<file path="src/rtl/load_store_unit.sv">
// load_store_unit: data-memory stage on a req/ack word bus.
// Optional LSU_TIMEOUT_EN aborts a REQ after TIMEOUT_CYC cycles.
module load_store_unit #(
    parameter int TIMEOUT_CYC = 16
) (
    input  logic        clk_i,
    input  logic        reset_i,
    input  logic        memread_i,
    input  logic        memwrite_i,
    input  logic [2:0]  funct3_i,
    input  logic [31:0] addr_i,
    input  logic [31:0] wdata_i,
    input  logic [31:0] bus_rdata_i,
    input  logic        bus_ack_i,
    output logic        bus_req_o,
    output logic        bus_we_o,
    output logic [31:0] bus_addr_o,
    output logic [31:0] bus_wdata_o,
    output logic [3:0]  bus_be_o,
    output logic [31:0] readdata_o,
    output logic        stall_o,
    output logic        misalign_o,
    output logic [31:0] err_addr_o
);

    typedef enum logic [1:0] {
        IDLE = 2'd0,
        REQ  = 2'd1,
        DONE = 2'd2
    } state_t;

    state_t      state_q, state_d;
    logic        we_q;
    logic [31:0] addr_q;
    logic [31:0] wdata_q;
    logic [3:0]  be_q;
    logic [2:0]  f3_q;
    logic [1:0]  off_q;
    logic [31:0] rdata_q;
    logic        mis_q;
    logic [31:0] err_q;
    logic        to_hit;

    logic        req_valid;
    logic        sz_byte;
    logic        sz_half;
    logic        sz_word;
    logic        misaligned;
    logic        start;
    logic        mis_evt;
    logic        ack_ok;
    logic [3:0]  be_d;
    logic [31:0] wdata_d;
    logic [7:0]  lane_b;
    logic [15:0] lane_h;
    logic [31:0] load_ext;

    // Request qualification and size decode from the incoming instruction
    always_comb begin
        req_valid  = memread_i | memwrite_i;
        sz_byte    = (funct3_i[1:0] == 2'b00);
        sz_half    = (funct3_i[1:0] == 2'b01);
        sz_word    = ~sz_byte & ~sz_half;
        misaligned = (sz_half & addr_i[0]) | (sz_word & (|addr_i[1:0]));
        start      = (state_q == IDLE) & req_valid & ~misaligned;
        mis_evt    = (state_q == IDLE) & req_valid & misaligned;
        ack_ok     = (state_q == REQ) & bus_ack_i;
    end

    // Byte enables and lane-replicated store data
    always_comb begin
        be_d    = 4'b1111;
        wdata_d = wdata_i;
        if (sz_byte) begin
            be_d    = 4'b0001 << addr_i[1:0];
            wdata_d = {4{wdata_i[7:0]}};
        end else if (sz_half) begin
            be_d    = addr_i[1] ? 4'b1100 : 4'b0011;
            wdata_d = {2{wdata_i[15:0]}};
        end
    end

    // Lane select by registered offset, then extend per registered funct3
    always_comb begin
        case (off_q)
            2'd0:    lane_b = bus_rdata_i[7:0];
            2'd1:    lane_b = bus_rdata_i[15:8];
            2'd2:    lane_b = bus_rdata_i[23:16];
            default: lane_b = bus_rdata_i[31:24];
        endcase
        lane_h = off_q[1] ? bus_rdata_i[31:16] : bus_rdata_i[15:0];
        case (f3_q)
            3'b000:  load_ext = {{24{lane_b[7]}}, lane_b};
            3'b001:  load_ext = {{16{lane_h[15]}}, lane_h};
            3'b100:  load_ext = {24'h0, lane_b};
            3'b101:  load_ext = {16'h0, lane_h};
            default: load_ext = bus_rdata_i;
        endcase
    end

`ifdef LSU_TIMEOUT_EN
    localparam int CW = $clog2(TIMEOUT_CYC) + 1;

    logic [CW-1:0] cnt_q;
    logic          to_q;

    assign to_hit = (state_q == REQ) & ~bus_ack_i &
                    (cnt_q == CW'(TIMEOUT_CYC - 1));

    // Wait counter restarts on REQ entry; sticky timeout flag
    always_ff @(posedge clk_i) begin
        if (reset_i) begin
            cnt_q <= '0;
            to_q  <= 1'b0;
        end else begin
            if (start)
                cnt_q <= '0;
            else if ((state_q == REQ) & ~bus_ack_i)
                cnt_q <= cnt_q + 1'b1;
            if (to_hit)
                to_q <= 1'b1;
        end
    end

    assign misalign_o = mis_q | to_q;
`else
    assign to_hit     = 1'b0;
    assign misalign_o = mis_q;
`endif

    // State register
    always_ff @(posedge clk_i) begin
        if (reset_i)
            state_q <= IDLE;
        else
            state_q <= state_d;
    end

    // Next-state logic
    always_comb begin
        state_d = state_q;
        case (state_q)
            IDLE:    if (start) state_d = REQ;
            REQ:     if (bus_ack_i | to_hit) state_d = DONE;
            DONE:    state_d = IDLE;
            default: state_d = IDLE;
        endcase
    end

    // State-decoded outputs
    always_comb begin
        bus_req_o = (state_q == REQ);
        stall_o   = start | (state_q == REQ);
    end

    // Bus request registers, load result and misalignment capture
    always_ff @(posedge clk_i) begin
        if (reset_i) begin
            we_q    <= 1'b0;
            addr_q  <= '0;
            wdata_q <= '0;
            be_q    <= '0;
            f3_q    <= '0;
            off_q   <= '0;
            rdata_q <= '0;
            mis_q   <= 1'b0;
            err_q   <= '0;
        end else begin
            if (start) begin
                we_q    <= memwrite_i;
                addr_q  <= {addr_i[31:2], 2'b00};
                wdata_q <= wdata_d;
                be_q    <= be_d;
                f3_q    <= funct3_i;
                off_q   <= addr_i[1:0];
            end
            if (ack_ok & ~we_q)
                rdata_q <= load_ext;
            else if (to_hit)
                rdata_q <= '0;
            if (mis_evt) begin
                mis_q <= 1'b1;
                if (!mis_q)
                    err_q <= addr_i;
            end
        end
    end

    assign bus_we_o    = we_q;
    assign bus_addr_o  = addr_q;
    assign bus_wdata_o = wdata_q;
    assign bus_be_o    = be_q;
    assign readdata_o  = rdata_q;
    assign err_addr_o  = err_q;

endmodule

</file>
<file path="config.mk">
export PLATFORM = sky130hd
export DESIGN_NAME = load_store_unit
export DESIGN_NICKNAME = d
export VERILOG_FILES = /design/src/rtl/load_store_unit.sv
export SDC_FILE = /design/constraint.sdc
export NUM_CORES = 1
export LEC_CHECK = 0
export CAP_MARGIN = 30
export CORE_MARGIN = 2
export CORE_UTILIZATION = 44
export DETAILED_ROUTE_END_ITERATION = 10
export PLACE_DENSITY_LB_ADDON = 0.15
export SLEW_MARGIN = 30
export SYNTH_ARGS = -nofsm -noshare
export SYNTH_HDL_FRONTEND = slang
export SYNTH_SLANG_ARGS = --single-unit
</file>
<file path="constraint.sdc">
create_clock -name clk_i -period 2 [get_ports clk_i]
set_clock_uncertainty 0.1 [all_clocks]
set_input_delay 0.4 -clock clk_i [delete_from_list [all_inputs] [get_ports clk_i]]
set_output_delay 0.4 -clock clk_i [all_outputs]
set_load 0.01 [all_outputs]
</file>
== Word level (Yosys, flattened, before mapping) ==
Cells that the tools add are included.
Storage, ports and cells
  logic and storage cells: 54
  register bits: 139
Cells by class
  multiplexer cells: 11
  bitwise logic cells: 16
  equality and inequality tests: 9
  shift operators: 1
  reduce and logical (&&, ||, !) cells: 7
Operators with widths (number)
  case mux 32 bit (4 select lines): 1
  2-to-1 mux 32 bit: 2
  case mux 8 bit (3 select lines): 1
  2-to-1 mux 16 bit: 1
  2-to-1 mux 4 bit: 3
  AND 1 bit: 8
  equality test 2 x 1 -> 1 bit (second input constant): 3
  equality test 3 bit (second input constant): 2
  zero test 2 bit: 3
  inverter 1 bit: 5
  2-to-1 mux 2 bit: 2
  != test 2 bit (second input constant): 2
  case mux 2 bit (2 select lines): 1
  AND reduction 2 bit: 2
  << shifter 1 x 2 -> 4 bit (first input constant): 1
  equality test 3 x 1 -> 1 bit (second input constant): 1
  zero test 3 bit: 1
  OR 1 bit: 3
  equality test 2 bit (second input constant): 1
  OR reduction 2 bit: 1

== Longest topological paths before layout ==
  depth after elaboration: 9
  depth in mapped cells: 7
  gate-level depth less buffers: 4

== Worst setup path before layout ==
Ideal clock, no wire load.
  kind: input -> register
  from: input port addr_i[0]
  to: register err_q[10] (netlist: err_addr_o[10])
  required time: 1.757 ns
  setup time: 0.143 ns
  slack: 0.300 ns
  arrival time: 1.457 ns
  stages: 6
  buffers on the path: 2
  cell sequence: buf_2 o21ai_2 a2111o_1 buf_2 nand2_1 a21oi_2
On the way
  longest elaborated chain between the ends: 5
  elaborated cells on any way between the ends: 6
  classes of those cells: 4 x bitwise; 2 x reduce/logical
Ends and longest elaborated chain
  start: declaration: RTL line 11  | input logic [31:0] addr_i,
  OR reduction 2 bit: RTL line 64  | misaligned = (sz_half & addr_i[0]) | (sz_word & (|addr_i[1:0]));
  AND 1 bit: RTL line 64
  OR 1 bit (*): RTL line 64
  AND 1 bit (*): RTL line 66  | mis_evt = (state_q == IDLE) & req_valid & misaligned;
  AND reduction 2 bit (no source line) (*)
  end signal: assignment: RTL line 184  | err_q <= addr_i;
  end: declaration: RTL line 41  | logic [31:0] err_q;
Every way passes the cells marked *; elsewhere a longest branch is shown, timed or not.
A chain may end at the register's enable or synchronous reset.

== Worst setup path in the final report ==
  from: input port funct3_i[0]
  to: output port stall_o
On the way
  longest elaborated chain between the ends: 8
  elaborated cells on any way between the ends: 11
  classes of those cells: 1 x eq/ne; 9 x bitwise; 1 x reduce/logical
Ends and longest elaborated chain
  start: declaration: RTL line 10  | input logic [2:0] funct3_i,
  equality test 2 x 1 -> 1 bit or zero test 2 bit (tied branches): RTL line 62, 61
  inverter 1 bit: RTL line 63  | sz_word = ~sz_byte & ~sz_half;
  AND 1 bit: RTL line 63
  AND 1 bit: RTL line 64
  OR 1 bit (*): RTL line 64
  inverter 1 bit (*): RTL line 65  | start = (state_q == IDLE) & req_valid & ~misaligned;
  AND 1 bit (*): RTL line 65
  OR 1 bit (*): RTL line 153  | stall_o = start | (state_q == REQ);
  end: declaration: RTL line 21  | output logic stall_o,
Marked as above.

==> run summary <==
Setup TNS - 0 ps
Yosys Warn Count - 0
Area of the mapped netlist - 0.00603 mm^2
Ys async rst share - 0%
Hold wc startpoint - bus_wdata_o[21]
Cells along the critical path - clkdlybuf4s50_1, o21ai_2, nand4b_1, nand2b_1, buf_4
I/O pins - 240
Synth unique cells - 47
RSZ-0062 raised after global routing - no
Die Area - 0.0146 mm^2
Fmax achieved - 0.516 GHz
Critical Path Start - funct3_i[0]
Pwr Total - 7.86 mW
Syn_area_per_cell - 8.27 um^2
Drt wl/cell - 16.6 um
Critical path depth in cells - 5
PD cells - 846 mW/mm^2
Post-synth EDFFs - 0
Critical Path End - stall_o
Crit path buf inv count - 2
Static Leak - 3.36 nW
CP delay by family, top - buffers and inverters
Seq pwr share - 39.2%
Die X-Extent - 121 um
Detailed-route via count - 6066
Largest net degree at the start of global routing - 64
Clock power frac - 40.8%
Routed Antenna Nets - 0
Placeable Area - 0.0133 mm^2
Slew headroom - 56.1%
Dpl ws - -427 ps
Register Area - 0.00278 mm^2
Initial detailed-routing violation count - 550
Status - finished, final reports clean
Gr ovfl total - 0
Setup crit end kind - output pin
CP Launch Type - input pin
Slowest cell on crit path - clkdlybuf4s50_1
Htree depth - 4
CTS root buf - clkbuf_16
Post-CTS setup buffer count - 0
Area of the multi-input gates - 0.00293 mm^2
Post-synthesis cell count - 729
Final Max Slew Viols - 0
Sequential area share after synthesis - 46.2%
Minimum setup slack among reg-to-reg paths - 170 ps
Post-route DRC - 0
Final GP Congestion - 0.880
Clock Path Buffers - 2
Hold Buf Count CTS - 0
Final min period - 1940 ps
Vias in the first global route - 5893
Max IR drop VDD - 556 uV
R2R depth - 7
CTS tree - built
Crit path required time - 1500 ps
RR Startpoint - state_q[1]
Gr usage total - 26.0%
Combinational power share - 20.0%
Synthesis-to-finish area growth - 54.1%
Fin crit share - 96.9%
Die Span Y - 121 um
RR Endpoint - bus_wdata_o[18]
Post-DP HPWL - 13900 um
Drt pass-1 iters - 5
Share of layout cells above drive strength 1 - 13.5%
Worst Tran Pin Value - 659 ps
Fin area - 0.00929 mm^2
Switching portion of total power - 26.2%
CTS Buf Count - 17
Clk Latency, worst-skew pair - 410 ps
CTS sink cnt - 139
Initial antenna violation count - 1
Clock Pin Slew Worst Setup and Hold Paths - 60 ps
Setup CP Type - in -> out
# port buffers - 237
Non-filler instance count after layout - 1153
Final setup violation count - 0
WHS Path Cells - 2
Initial Util - 45.3%
Psw - 2.06 mW
Via/cell ratio - 5.26
Synthesized flop and latch total - 139
Final hold violations - 0
Site row count - 42
Number of instances in the placed design - 1120
Internal power - 5.80 mW
Min setup slack post-route - 62.0 ps
WP data arrival - 1440 ps
Max-Cap Viols - 0
Most frequent cells in the layout - nand2_1 (230), clkdlybuf4s50_1 (230), dfxtp_1 (139)
Final wirelength - 19100 um
Hold crit path type - reg -> reg
Main synth FF type - dfxtp_1
Post-DP Area - 0.00868 mm^2
First-pass GRT wire length - 30100 um
Final nets - 1067
Crit-path max FO - 2
Fill cell count - 1066
Slowest stage delay, CP - 450 ps
tightest hold or removal path: stages (launching register included):
cell and delay, ps:
dfxtp_1 310, nand2_1 50, a21oi_1 50
metal layers:
metal / global-route usage [%] / wire length (um)
met5: 0 / 0
met3: 8.13 / 1500
met4: 11.6 / 524
met2: 42.8 / 9270
met1: 31.1 / 7820
Yosys cell counts (2+ instances only):
cell | n | share of area [%]
a211oi_1 | 23 | 2.9
a211oi_2 | 10 | 2.1
a21oi_1 | 64 | 5.3
a21oi_2 | 30 | 4.4
a221oi_1 | 2 | 0.29
a31oi_1 | 9 | 0.93
a32oi_1 | 7 | 1.0
buf_1 | 3 | 0.19
buf_2 | 19 | 1.6
buf_4 | 10 | 1.2
buf_6 | 5 | 0.93
clkbuf_1 | 24 | 1.5
dfxtp_1 | 139 | 46
inv_1 | 3 | 0.19
mux2_1 | 2 | 0.37
mux2_2 | 8 | 1.5
mux2i_1 | 17 | 2.8
nand2_1 | 230 | 14
nand2b_1 | 5 | 0.52
nand3_1 | 2 | 0.17
nand3b_1 | 9 | 1.1
nor2_1 | 50 | 3.1
nor3_1 | 9 | 0.75
o21ai_0 | 18 | 1.5
o221a_2 | 7 | 1.3
o41ai_1 | 2 | 0.29
or2_1 | 2 | 0.21
logic make-up after synthesis:
kind of cell / count (synthesis) / share of synthesized area (%)
simple gates: 316 / 21.7
xor+xnor: 1 / 0.145
other cells: 1 / 0.0622
compound gates: 181 / 21.7
flops: 139 / 46.2
buf+inv: 64 / 5.63
mux: 27 / 4.69
sequential cells by signal (all words and copies together) (netlist names), 2 cells and up:
register     count
bus_addr_o      30
bus_wdata_o     32
off_q            2
f3_q             3
readdata_o      32
state_q          2
err_addr_o      32
bus_be_o         4
power by group through the flow:
| stage | combinational [mW] | clock (mW) | sequential (mW) |
|---|---|---|---|
| finish | 1.57 | 3.21 | 3.08 |
| global placement | 1.54 | 0 | 3.12 |
| detailed placement | 1.57 | 0 | 3.14 |
| floorplan | 0.663 | 0 | 3.21 |
| global route | 1.70 | 3.38 | 3.10 |
| CTS | 1.57 | 3.25 | 3.08 |
cell type report:
| class | instances | share of cell area (%) |
|---|---|---|
| Clock inverter | 10 | 1.51 |
| Clock buffer | 22 | 5.00 |
| Timing Repair Buffer | 275 | 29.5 |
| Antenna cell | 1 | 0.0269 |
| Multi-Input combinational cell | 527 | 31.5 |
| Inverter | 3 | 0.121 |
| Sequential cell | 139 | 30.0 |
| Tap cell | 176 | 2.37 |
repair_timing:
action                     CTS  global route
gates resized for setup      7             4
pin swaps                    1             2
setup endpoints to repair    2             3
worst min-delay path by stage:
stage / end / slack (ps)
2_1_floorplan: f3_q[2] / 350
5_1_grt: readdata_o[19] / 360
4_1_cts: readdata_o[25] / 340
3_3_place_gp: bus_wdata_o[19] / 340
6_report: bus_wdata_o[21] / 350
3_5_place_dp: bus_wdata_o[21] / 350
through the flow:
| stage | utilization (%) | hold WS, ps |
|---|---|---|
| final | 69.9 | 351 |
| after global routing | 69.9 | 361 |
| after CTS | 69.8 | 341 |
| after detailed placement | 65.3 | 347 |
| after global placement | 65.3 | 339 |
| after floorplan | - | 349 |
Note: power is estimated with default switching activity, not from simulation.
